### src/rtl/imem_loader_pkg.sv
// Shared types and constants for the instruction-memory loader.
// Pairs with imem_loader.sv; IMEM_LOADER_CKSUM_EN selects the checksummed frame format.
package imem_loader_pkg;

  localparam int INSTR_W = 20;
  localparam int ADDR_W  = 8;

  localparam logic [7:0] DEFAULT_HDR = 8'hA5;

  typedef enum logic [2:0] {
    ST_IDLE,
    ST_LEN,
    ST_B0,
    ST_B1,
    ST_B2,
    ST_CKSUM,
    ST_DONE,
    ST_ERR
  } state_e;

  // Big-endian assembly: only the low nibble of the first byte is meaningful.
  function automatic logic [INSTR_W-1:0] pack_instr(input logic [7:0] b0,
                                                    input logic [7:0] b1,
                                                    input logic [7:0] b2);
    return {b0[3:0], b1, b2};
  endfunction

endpackage

### src/rtl/imem_loader_cksum.sv
// Running XOR over frame bytes; clear and accumulate may coincide to seed with the LEN byte.
// Instantiated by imem_loader only when IMEM_LOADER_CKSUM_EN is defined.
module imem_loader_cksum (
  input  logic       clk_i,
  input  logic       srst_i,
  input  logic       clear_i,
  input  logic       accum_i,
  input  logic [7:0] data_i,
  output logic       match_o
);

  logic [7:0] acc_q;

  always_ff @(posedge clk_i) begin
    if (srst_i) begin
      acc_q <= 8'h00;
    end else if (clear_i || accum_i) begin
      acc_q <= (clear_i ? 8'h00 : acc_q) ^ (accum_i ? data_i : 8'h00);
    end
  end

  assign match_o = (acc_q == data_i);

endmodule

### src/rtl/imem_loader.sv
// Framed byte-stream loader writing 20-bit instructions to instruction memory.
// Define IMEM_LOADER_CKSUM_EN to require a trailing XOR checksum byte per frame.
module imem_loader
  import imem_loader_pkg::*;
#(
  parameter logic [7:0]        HDR_BYTE  = DEFAULT_HDR,
  parameter logic [ADDR_W-1:0] BASE_ADDR = 8'h00
) (
  input  logic               clkwire,
  input  logic               rstwire,
  input  logic               in_valid,
  input  logic [7:0]         in_byte,
  output logic               in_ready,
  output logic               imem_we,
  output logic [ADDR_W-1:0]  imem_addr,
  output logic [INSTR_W-1:0] imem_data,
  output logic               core_hold,
  output logic               load_done,
  output logic               load_err
);

  state_e               state_q, state_d;
  logic                 ready_q;
  logic [7:0]           rem_q, rem_d;
  logic [ADDR_W-1:0]    off_q, off_d;
  logic [7:0]           b0_q, b0_d;
  logic [7:0]           b1_q, b1_d;
  logic                 we_q, we_d;
  logic [ADDR_W-1:0]    addr_q, addr_d;
  logic [INSTR_W-1:0]   data_q, data_d;
  logic                 accept;

  assign accept = in_valid && ready_q;

`ifdef IMEM_LOADER_CKSUM_EN
  logic ck_clear, ck_accum, ck_match;

  assign ck_clear = accept && (state_q == ST_LEN);
  assign ck_accum = accept && (state_q inside {ST_LEN, ST_B0, ST_B1, ST_B2});

  imem_loader_cksum u_cksum (
    .clk_i   (clkwire),
    .srst_i  (rstwire),
    .clear_i (ck_clear),
    .accum_i (ck_accum),
    .data_i  (in_byte),
    .match_o (ck_match)
  );
`endif

  always_comb begin
    state_d = state_q;
    rem_d   = rem_q;
    off_d   = off_q;
    b0_d    = b0_q;
    b1_d    = b1_q;
    we_d    = 1'b0;
    addr_d  = addr_q;
    data_d  = data_q;
    if (accept) begin
      unique case (state_q)
        ST_IDLE, ST_DONE, ST_ERR: begin
          if (in_byte == HDR_BYTE) state_d = ST_LEN;
        end
        ST_LEN: begin
          if (in_byte == 8'h00) begin
            state_d = ST_ERR;
          end else begin
            rem_d   = in_byte;
            off_d   = '0;
            state_d = ST_B0;
          end
        end
        ST_B0: begin
          if (in_byte[7:4] != 4'h0) begin
            state_d = ST_ERR;
          end else begin
            b0_d    = in_byte;
            state_d = ST_B1;
          end
        end
        ST_B1: begin
          b1_d    = in_byte;
          state_d = ST_B2;
        end
        ST_B2: begin
          // Address wraps modulo 256 by width truncation.
          we_d   = 1'b1;
          addr_d = BASE_ADDR + off_q;
          data_d = pack_instr(b0_q, b1_q, in_byte);
          off_d  = off_q + 8'd1;
          rem_d  = rem_q - 8'd1;
          if (rem_q == 8'd1) begin
`ifdef IMEM_LOADER_CKSUM_EN
            state_d = ST_CKSUM;
`else
            state_d = ST_DONE;
`endif
          end else begin
            state_d = ST_B0;
          end
        end
`ifdef IMEM_LOADER_CKSUM_EN
        ST_CKSUM: begin
          state_d = ck_match ? ST_DONE : ST_ERR;
        end
`endif
        default: state_d = ST_IDLE;
      endcase
    end
  end

  always_ff @(posedge clkwire) begin
    if (rstwire) begin
      state_q <= ST_IDLE;
      ready_q <= 1'b0;
      rem_q   <= 8'h00;
      off_q   <= '0;
      b0_q    <= 8'h00;
      b1_q    <= 8'h00;
      we_q    <= 1'b0;
      addr_q  <= BASE_ADDR;
      data_q  <= '0;
    end else begin
      state_q <= state_d;
      ready_q <= 1'b1;
      rem_q   <= rem_d;
      off_q   <= off_d;
      b0_q    <= b0_d;
      b1_q    <= b1_d;
      we_q    <= we_d;
      addr_q  <= addr_d;
      data_q  <= data_d;
    end
  end

  // Status flags decode straight from the registered state, so entering LEN clears them.
  assign in_ready  = ready_q;
  assign imem_we   = we_q;
  assign imem_addr = addr_q;
  assign imem_data = data_q;
  assign core_hold = (state_q != ST_DONE);
  assign load_done = (state_q == ST_DONE);
  assign load_err  = (state_q == ST_ERR);

endmodule

### config.mk
export PLATFORM = sky130hd
export DESIGN_NAME = imem_loader
export DESIGN_NICKNAME = d
export VERILOG_FILES = /design/src/rtl/imem_loader_pkg.sv /design/src/rtl/imem_loader_cksum.sv /design/src/rtl/imem_loader.sv
export SDC_FILE = /design/constraint.sdc
export NUM_CORES = 1
export LEC_CHECK = 0
export CAP_MARGIN = 20
export CORE_ASPECT_RATIO = 1.2
export CORE_UTILIZATION = 55
export DETAILED_ROUTE_END_ITERATION = 10
export GPL_ROUTABILITY_DRIVEN = 0
export MAX_ROUTING_LAYER = met4
export PLACE_DENSITY_LB_ADDON = 0.15
export RECOVER_POWER = 25
export SETUP_SLACK_MARGIN = 0.4
export SLEW_MARGIN = 25
export SYNTH_ARGS = -nofsm -noshare
export SYNTH_HDL_FRONTEND = slang
export SYNTH_SLANG_ARGS = --single-unit
### constraint.sdc
create_clock -name clkwire -period 4.68 [get_ports clkwire]
set_input_delay 0.468 -clock clkwire [delete_from_list [all_inputs] [get_ports clkwire]]
set_output_delay 0.468 -clock clkwire [all_outputs]
set_load 0.01 [all_outputs]
==> Yosys cells after proc, flatten, opt, wreduce, memory -nomap -nowiden <==
Cells that the tools add are included.
{ "word_totals": {"elab_cells": 47, "register_bits": 61, "latchBits": 0, "mem_bits_ro": 0, "mem_count": 0, "ramBits": 0} }
{ "classes": {"shifts": 0, "mux": 11, "eq_ne": 11, "n_lt_le_gt_ge": 0, "n_addsub": 2, "mul": 0, "reduce_logical": 12, "n_bitwise": 2, "div_mod_pow": 0} }
{ "op_table": {"columns": ["operator", "count"], "rows": [
  ["8-bit one-hot mux with 2 select lines", 2],
  ["8-bit 2-to-1 mux", 2],
  ["3-bit one-hot mux with 5 select lines", 1],
  ["3-bit 2-to-1 mux", 4],
  ["3-bit == test (second input constant)", 3],
  ["8-bit by 1-bit adder with 8-bit output (second input constant)", 1],
  ["8-bit by 1-bit == test with 1-bit output (second input constant)", 1],
  ["8-bit == test (second input constant)", 1],
  ["8-bit zero test", 1],
  ["8-bit by 1-bit subtractor with 8-bit output (second input constant)", 1],
  ["3-bit by 2-bit == test with 1-bit output (second input constant)", 2],
  ["2-bit AND reduction", 3],
  ["3-bit AND reduction", 2],
  ["2-bit inequality test (second input constant)", 2],
  ["4-bit nonzero test", 1],
  ["3-bit by 1-bit == test with 1-bit output (second input constant)", 1],
  ["3-bit zero test", 1],
  ["3-bit inequality test (second input constant)", 1],
  ["3-bit OR reduction", 1],
  ["1-bit 2-to-1 mux", 2],
  ["1-bit NOT", 2],
  ["2-bit nonzero test", 1],
  ["2-bit OR reduction", 1],
  ["1-bit logical AND", 1]
]} }

==> Longest topological paths before layout <==
{ "logic_depth": {"depth_word": 4, "mapped_depth": 6, "mapped_depth_nobuf": 6} }

==> Least setup slack after synthesis <==
No wires, ideal clock.
{ "synth_path": {"path_type": "input to register", "start": "input in_byte[0]", "end": "register off_q[0]", "t_required_ns": 4.601, "setup_ns": 0.079, "stages": 6, "arrival_time_ns": 1.827, "setup_slack_ns": 2.773, "path_cell_list": "buf_2 -> or4_4 -> o211ai_4 -> buf_6 -> nand2_1 -> a211oi_2"} }
{ "synth_between": {"elab_chain_len": 3} }
{ "synth_rtl": {"columns": ["item", "line_no", "source"], "rows": [
  ["from (decl)", "imem_loader.sv:12", "input logic [7:0] in_byte,"],
  ["8-bit zero test", "imem_loader.sv:66", "if (in_byte == 8'h00) begin"],
  ["2-bit inequality test (no source line)", null, null],
  ["3-bit AND reduction (no source line)", null, null],
  ["to (signal assigned)", "imem_loader.sv:118", "off_q <= '0;"],
  ["to (signal assigned)", "imem_loader.sv:128", "off_q <= off_d;"],
  ["to (decl)", "imem_loader.sv:25", "logic [ADDR_W-1:0] off_q, off_d;"]
]} }
No other way between the ends.
A chain may end at the register's enable or synchronous reset.

==> Worst setup path in the final report <==
{ "layout_path": {"start": "input in_byte[0]", "end": "register rem_q[6]"} }
{ "layout_between": {"elab_chain_len": 3} }
{ "layout_rtl": {"columns": ["item", "line_no", "source"], "rows": [
  ["8-bit zero test", "imem_loader.sv:66", null],
  ["2-bit inequality test (no source line)", null, null],
  ["3-bit AND reduction (no source line)", null, null],
  ["to (signal assigned)", "imem_loader.sv:127", "rem_q <= rem_d;"],
  ["to (decl)", "imem_loader.sv:24", "logic [7:0] rem_q, rem_d;"]
]} }
No other way between the ends.

==> metrics list <==
* Result of the run: finished, final reports clean
- Post-route clock skew: between 0.007 and 0.008 ns
* Total die area: roughly 5400 sq um
* FP Rows: 28
* Inserted Diodes: 0
* Post-detailed-route wirelength per cell: 15.0 microns
* Arrival @ worst endpoint: 2.82 ns
* Number of fill cells in the layout: around 410
- The synthesized netlist occupies a cell area of around 2800 sq um.
- Terminating pin of the worst hold path: imem_data[19]
* Drt initial violations: 188
* Worst R2R Setup Slack: approximately 2.2 ns
- Crit Reg-Reg Endpoint: rem_q[5]
- Quantity of I/O buffers inserted on ports: between 40 and 50
- Dpl hpwl: 4250 microns
- Worst hold stages: 2
* Leftover overflow at the end of global routing: 0
- The netlist uses between 50 and 60 different library cells.
* Floorplan core area: 4940 sq um
- Max Buffers Root-to-Sink: 2
- By area the synthesized netlist is led by dfxtp_1 (43%), nand2_1 (9.2%), a21oi_1 (8.5%), mux2i_1 (6.0%), nor2_1 (3.2%).
* Crit path kind: in2reg
- Share of flip-flops with an asynchronous set or reset: 0%
- Final antenna-violating net count: 0
- Remaining max-slew budget at the tightest pin: between 50% and 60%
- After detailed routing, the number of remaining DRC violations is 0.
* Max IR drop VDD: 0.198 mV
- The clock tree synthesis step divided the H-tree into 3 levels.
- After routing, the total negative slack on setup checks comes to 0 ns.
- At the pin with the least slew margin, the transition time is between 0.7 and 0.8 ns.
- In this run the worst setup path begins at in_byte[0].
* TritonCTS Sinks: 61
* Vias per std cell: around 5.9
- Setup violations remaining at the end of the flow were counted as 0.
- In the finished design, the share of the clock period the worst path needs comes to 54.5%.
- The analysis attributes to cell leakage a power of between 1 and 1.5 nW.
- Among all cell types in the netlist, the one instantiated most often is nand2_1.
* Number of clock buffers inserted by TritonCTS: 9
* Worst Reg-to-Reg Cells: 5
* Origin of the critical flop-to-flop path: state_q[2]
- Die boundary width: between 60 and 70 microns
- Data on the critical path is required at its endpoint by 4.96 ns.
- For this run, the post-layout net count is between 300 and 400.
- The final count of hold timing violations was 0.
* Syn Inst Count: ~340
- STA classifies the critical path endpoint as a register.
* Worst Hold Class: reg2reg
* Count of warnings emitted by yosys: 0
* Mapped Avg Cell Area: roughly 8.3 sq um
- Cell Count, Final, Fillers Out: ~430
- Number of iterations in the first detailed-routing pass: 5
- Max-slew violation count: 0
- Relative to the synthesized area, the layout overhead comes to 20.3%.
* Hold_buf cts: 0
* Max Cap Violations: 0
- Post-CTS setup repair buffer count: 0
- For this run, the leading register cell type out of synthesis is dfxtp_1.
- Number of instances resized during post-cts repair: 0
- The first global-routing pass estimated between 10000 and 15000 microns of wire.
* Cell count after placement: ~420
- The biggest area contributor in the post-synthesis netlist is dfxtp_1.
- After detailed routing, the total wire length is about 6500 microns.
- The number of global-route vias before repair is approximately 2200.
- Maximum clock frequency: 392 MHz
* Share of the yosys chip area belonging to registers: between 40% and 50%
* Number of top-level pins: 44
* PwrDens: 304 nW/um^2
- Vias: 2543
- In the final layout, the share of cells above drive strength 1 is 7.22%.
* Root buf cell: clkbuf_8
* All-Layer GR Usage: between 20% and 30%
- Clock-pin slew was measured on the worst setup and hold paths at roughly 0.07 ns.
- Type of element launching the critical path: primary input
- Crit Path Max Fanout: 28
* Maximum number of pins on one net before global-route repair: 55
* Top cells by instance count after synthesis: nand2_1 (69), dfxtp_1 (61), a21oi_1 (48)
- In this run the vertical extent of the chip is roughly 80 microns.
* TritonCTS clock tree: done
- Initial Utilization: roughly 57%
- In this run the most critical hold path is launched from b0_q[3].
- Setup repair after global routing left no endpoint under its margin.
* Number of synthesized register bits: between 60 and 70
* Yosys top cell area share: 43.4%
- For the worst-skew pair, the clock arrives at the later sink with an insertion delay of roughly 0.33 ns.
- The routed design could run at a clock period as short as approximately 2.5 ns.
- Yosys mapped a number of flops with a built-in enable equal to 0.
- Number of antenna violations at the first check in global routing: 0
- Net count after synthesis: around 350
==> critical path, cell delays in order <==
cell             delay [ns]
clkdlybuf4s50_1        0.59
or4_4                  0.61
o211ai_4               0.58
and2_1                 0.36
o221a_1                0.21
==> state kept, by name (all words and copies together), names as in the netlist <==
| register | count |
|---|---|
| imem_addr | 8 |
| off_q | 8 |
| rem_q | 8 |
| imem_data | 20 |
| in_ready | 1 |
| b1_q | 8 |
| state_q | 3 |
| b0_q | 4 |
| imem_we | 1 |
==> where the power goes <==
group,leakage [nW],switching (mW),internal [mW]
clock,0.0833,0.190,0.202
combinational,0.607,0.0528,0.0398
sequential,0.492,0.0171,0.526
total,1.18,0.260,0.768
==> cell families after synthesis <==
kind of cell	share of synthesized area [%]
AOI/OAI and AO/OA	17.9
adders and majority gates	1.33
buffers and inverters	4.84
DFF	43.4
muxes	6.44
and+or+nand+nor	26.1
==> worst max path at each step <==
| stage | depth (start not counted) | slack, ns | to |
|---|---|---|---|
| 2_1_floorplan | 6 | 2.77 | off_q[0] |
| 3_3_place_gp | 6 | 1.81 | rem_q[4] |
| 3_5_place_dp | 6 | 1.75 | rem_q[5] |
| 4_1_cts | 5 | 1.92 | rem_q[5] |
| 5_1_grt | 5 | 2.01 | rem_q[5] |
| 6_report | 5 | 2.13 | rem_q[6] |
==> final cells by class <==
type | count | area [sq um] | share of cell area, %
timing repair buffer | 45 | 440 | 13.0
sequential | 61 | 1220 | 36.1
clock buffer | 13 | 149 | 4.40
tap | 60 | 75.1 | 2.22
multi-input combinational | 247 | 1470 | 43.4
inverter | 6 | 22.5 | 0.665
clock inverter | 2 | 10.0 | 0.296
==> cell usage in the layout (no fill, tap or decap), types with 2 or more instances in the layout <==
master / count
nor4_1: 3
clkinv_2: 2
or4_4: 2
clkbuf_8: 10
a21oi_1: 48
o2111ai_1: 2
or3b_2: 2
nand2_1: 68
a31oi_1: 5
nand3b_1: 7
buf_4: 2
and3_1: 3
nand3_1: 15
o21ai_0: 2
o32ai_1: 5
and4_1: 2
nor3_1: 4
o22a_1: 3
nand4_1: 2
clkbuf_1: 3
or4_1: 2
and2_1: 3
dfxtp_1: 61
clkdlybuf4s50_1: 19
mux2i_1: 17
nor2_1: 23
inv_1: 5
ha_1: 3
dlygate4sd3_1: 23
==> through the flow <==
stage,total power [mW],setup WS (ns),area (sq um),hold WS (ns),util [%]
floorplan,0.615,2.77,2820,0.431,-
global placement,0.644,1.81,3220,0.442,65.2
detailed placement,0.645,1.75,3230,0.445,65.3
CTS,1.03,1.92,3380,0.457,68.5
global route,1.06,2.01,3390,0.471,68.6
finish,1.03,2.13,3390,0.452,68.6
==> per-layer routing <==
layer | vias up | wire (microns) | global-route usage (%)
met4 | 0 | 103 | 12.3
met1 | 1205 | 3010 | 34.0
met3 | 9 | 307 | 5.40
li1 | 1261 | - | -
met2 | 68 | 3060 | 38.8
met5 | - | 0 | -
Note: power is estimated with default switching activity, not from simulation.
